### config.mk
export PLATFORM = sky130hd
export DESIGN_NAME = rr_mux2_arbiter
export DESIGN_NICKNAME = d
export VERILOG_FILES = /design/src/rtl/rr_mux2_arbiter.sv
export SDC_FILE = /design/constraint.sdc
export NUM_CORES = 1
export LEC_CHECK = 0
export ABC_AREA = 1
export CORE_ASPECT_RATIO = 0.7
export CORE_MARGIN = 3
export CORE_UTILIZATION = 40
export CTS_CLUSTER_SIZE = 25
export DETAILED_ROUTE_END_ITERATION = 7
export GPL_TIMING_DRIVEN = 1
export PLACE_DENSITY = 0.72
export SLEW_MARGIN = 5
export SYNTH_ARGS = -nofsm -noshare
export SYNTH_HDL_FRONTEND = slang
export SYNTH_SLANG_ARGS = --single-unit
### constraint.sdc
create_clock -name clk -period 3.2 [get_ports clk]
set_input_delay 0.64 -clock clk [delete_from_list [all_inputs] [get_ports clk]]
set_output_delay 0.64 -clock clk [all_outputs]
set_load 0.01 [all_outputs]
### src/rtl/rr_mux2_arbiter.sv
// rr_mux2_arbiter: round-robin owner of a shared 2:1 mux datapath with burst-limited multi-beat grants
module rr_mux2_arbiter #(
    parameter int WIDTH     = 8,
    parameter int MAX_BURST = 4
) (
    input  logic             clk,
    input  logic             rst,
    input  logic             req0,
    input  logic             req1,
    input  logic [WIDTH-1:0] data0,
    input  logic [WIDTH-1:0] data1,
    input  logic             last0,
    input  logic             last1,
    output logic             gnt0,
    output logic             gnt1,
    output logic             sel,
    output logic             out_valid,
    output logic [WIDTH-1:0] out_data,
    output logic             busy
);
    localparam int CW = $clog2(MAX_BURST + 2);
    localparam logic [CW-1:0] MAXC = CW'(MAX_BURST);

    typedef enum logic [1:0] {IDLE = 2'd0, OWN0 = 2'd1, OWN1 = 2'd2} state_t;

    state_t           state_q, state_d;
    logic             ptr_q, ptr_d;
    logic [CW-1:0]    cnt_q, cnt_d;
    logic             out_valid_q, out_valid_d;
    logic [WIDTH-1:0] out_data_q, out_data_d;
    logic             own, own1, req_x, req_y, last_x, beat, rel;
    logic [WIDTH-1:0] data_x;
    logic [CW-1:0]    cnt_inc;

    // owner-relative view of the requesters, release decision and next state
    always_comb begin
        own         = state_q != IDLE;
        own1        = state_q == OWN1;
        req_x       = own1 ? req1 : req0;
        req_y       = own1 ? req0 : req1;
        last_x      = own1 ? last1 : last0;
        data_x      = own1 ? data1 : data0;
        cnt_inc     = cnt_q + CW'(1);
        beat        = own && req_x;
        rel         = own && (!req_x || last_x || (cnt_inc >= MAXC && req_y));
        state_d     = own ? (rel ? (req_y ? (own1 ? OWN0 : OWN1) : IDLE) : state_q)
                          : ((req0 && req1) ? (ptr_q ? OWN1 : OWN0)
                          : req0 ? OWN0 : req1 ? OWN1 : IDLE);
        ptr_d       = rel ? !own1 : ptr_q;
        cnt_d       = rel ? '0 : beat ? (cnt_q >= MAXC ? cnt_q : cnt_inc) : cnt_q;
        out_valid_d = beat;
        out_data_d  = beat ? data_x : out_data_q;
    end

    // state, pointer, burst count and output beat registers; reset aborts any transfer
    always_ff @(posedge clk) begin
        if (rst) begin
            state_q     <= IDLE;
            ptr_q       <= 1'b0;
            cnt_q       <= '0;
            out_valid_q <= 1'b0;
            out_data_q  <= '0;
        end else begin
            state_q     <= state_d;
            ptr_q       <= ptr_d;
            cnt_q       <= cnt_d;
            out_valid_q <= out_valid_d;
            out_data_q  <= out_data_d;
        end
    end

    assign gnt0      = state_q == OWN0;
    assign gnt1      = state_q == OWN1;
    assign sel       = state_q == OWN1;
    assign busy      = state_q != IDLE;
    assign out_valid = out_valid_q;
    assign out_data  = out_data_q;
endmodule

==> reports/summary.txt <==
final period utilization = 79.91%
initial antenna violation count = 0
final max-slew violation count = 0
area delta synth->final = 44.04%
yosys warns = 0
Mapped Nets = 127
Seq pwr share = 44.4%
top cell type's share of synthesized area = 36.70%
maximum number of pins on one net before global-route repair = 20
fin nets = 162
Critical Path AT = 1.92 ns
vias = 802
initial core utilization = 43.00%
Seq/Total Area, Yosys = 36.70%
Switching Share = 32.10%
routability cong. = 0.8106
Die Y = 43.84 um
Placeable Area = 0.001903 mm2
TNS Setup = 0 ns
layout cells sized above 1 = 14.49%
Die Area = 0.002633 mm2
Final setup viols = 0
Post-CTS Setup Inserts = 0
GRT Util Overall = 16.13%
multi-input gate area in the final layout = 452.9 um2
Yosys reg bits = 15
CP Launch Type = flop
DR pass1 iterations = 4
clock sinks = 15
ant diodes = 0
clk_skew = 0.006184 ns
post-CTS sizing = 0
cell breakdown of the critical path = nand2_2 > inv_1 > clkdlybuf4s50_1
Clk pwr share = 23.0%
Max-slew headroom = 68.51%
top fanout value on the critical path = 12
die width = 60.06 um
DRT antenna net count = 0
Syn Area/Cell = 7.868 um2
placed insts = 156
final global-route overflow total = 0
CTS max path bufs = 2
first-pass GRT wire length = 3.125 mm
DR WL/cell = 12.28 um
Int Power = 0.3306 mW
Slowest cell on crit path = clkdlybuf4s50_1
Num CTS Buffers = 3
# IOs = 35
critical path type = reg -> out
pin slew with the least headroom to its limit = 0.4706 ns
Port Buffers = 34
Root Buffer Master = clkbuf_4
post-synthesis cell type count = 21
CTS tree = built
drt total wl = 1.964 mm
run status = completed
Non-Filler Instances = 160
top achievable clock speed = 0.3911 GHz
Std-Cell Rows = 13
clk_lat worst skew = 0.30 ns
combinational cell fraction of total power = 32.6%
Switching Power = 0.1563 mW
hold buffers post-CTS = 0
Clock Pin Slew Worst Setup and Hold Paths = 0.09 ns
vias in the first global route = 735
Synth Instances = 104
pwr dens = 413.1 mW/mm2
Post-Syn Area = 818.3 um2
final hold vios = 0
1st-iter DRT viols = 39
P_leak = 0.4854 nW
leading area contributor after synthesis = dfxtp_1
CP Capture Type = output port
max cap viols = 0
H-tree Lvls = 1
class of the worst hold path = reg -> reg
Critical Path RT = 2.56 ns
vias per cell = 5.013
DRC = 0
RSZ-0062 raised after global routing = false
Detail Placement HPWL = 1.552 mm
filler cell count = 167
sequential cell area = 300.3 um2
VDD IR max = 281.9 uV
Synth area leaders = dfxtp_1 (37%), nand2_1 (14%), nand2_4 (8.3%)
delay of the slowest cell on the worst path = 0.61 ns
Final min period = 2.557 ns
cell type report:
| type | instances | area share, % |
|---|---|---|
| Clock buffer | 3 | 1.911 |
| Timing Repair Buffer | 34 | 28.87 |
| Tap cell | 22 | 2.335 |
| Sequential cell | 15 | 25.48 |
| Clock inverter | 1 | 0.4246 |
| Multi-Input combinational cell | 77 | 38.43 |
| Inverter | 8 | 2.548 |
cells in the final DEF (no fill, tap or decap), drive strengths merged, types with 3 or more instances in the layout:
| master | instances |
|---|---|
| nand2 | 37 |
| clkdlybuf4s50 | 34 |
| dfxtp | 15 |
| o21ai | 9 |
| a31oi | 8 |
| inv | 8 |
| nor2 | 7 |
| nand3 | 7 |
| a21oi | 6 |
| clkbuf | 3 |
Yosys cell counts:
master and count:
a21oi_1 3, a21oi_2 3, a31oi_1 8, buf_2 1, buf_4 1, buf_6 2
dfxtp_1 15, ha_1 1, inv_1 6, inv_2 2, nand2_1 30, nand2_2 1
nand2_4 6, nand3_1 5, nand3_2 2, nor2_1 5, nor2_8 2, nor3_1 1
o21ai_0 5, o21ai_1 4, xor2_1 1
through the flow:
step / hold WS [ns] / area (um2) / worst slack, ns / util [%] / power, mW
floorplan: 0.4488 / 818.3 / 1.664 / - / 0.3112
global placement: 0.4594 / 1151 / 1.023 / 60.49 / 0.3771
detailed placement: 0.4710 / 1151 / 0.9709 / 60.49 / 0.3791
CTS: 0.4867 / 1179 / 0.6295 / 61.93 / 0.4919
global route: 0.5042 / 1179 / 0.5465 / 61.93 / 0.5150
finish: 0.4872 / 1179 / 0.6430 / 61.93 / 0.4869
critical path, delay by kind of cell, from the launching register on:
| kind | cells | cell delay, ns |
|---|---|---|
| simple gates | 1 | 0.22 |
| flops | 1 | 0.45 |
| buf+inv | 2 | 0.96 |
sequential cells by signal (all words and copies together), names as in the netlist:
name / count
cnt_q: 3
out_data: 8
state_q: 2
ptr_q: 1
out_valid: 1
per-layer routing:
| metal | up-vias | GRT usage, % | routed length (um) |
|---|---|---|---|
| met3 | 3 | 6.250 | 127 |
| met2 | 26 | 24.35 | 946 |
| met4 | 0 | 5.310 | 23 |
| met5 | - | 0 | 0 |
| met1 | 360 | 21.00 | 865 |
| li1 | 413 | - | - |
power groups by stage:
stage | clock network, mW | registers (mW) | logic [mW]
6_report | 0.112 | 0.216 | 0.159
5_1_grt | 0.125 | 0.218 | 0.173
4_1_cts | 0.116 | 0.216 | 0.160
3_5_place_dp | 0 | 0.220 | 0.159
3_3_place_gp | 0 | 0.219 | 0.158
2_1_floorplan | 0 | 0.224 | 0.0874
worst paths after layout:
check,slack (ns),cells past startpoint,end,start
max,0.64,3,sel,state_q[1]$_SDFFE_PP0P_
min,0.49,2,cnt_q[1]$_SDFFE_PP0P_,cnt_q[1]$_SDFFE_PP0P_
max reg2reg,1.57,8,ptr_q$_SDFFE_PP0P_,state_q[1]$_SDFFE_PP0P_
min reg2reg,0.49,2,cnt_q[1]$_SDFFE_PP0P_,cnt_q[1]$_SDFFE_PP0P_
cells by family (layout without fill, tap and decap cells):
kind of cell             after synthesis  after routing  share of synthesized area (%)
buffers and inverters                 12             46                          7.951
flip-flops                            15             15                          36.70
XOR/XNOR                               1              1                          1.071
AO/OA/AOI/OAI                         23             23                          16.67
AND/OR/NAND/NOR                       52             52                          36.09
adder cells (fa/ha/maj)                1              1                          1.529
Note: power is estimated with default switching activity, not from simulation.
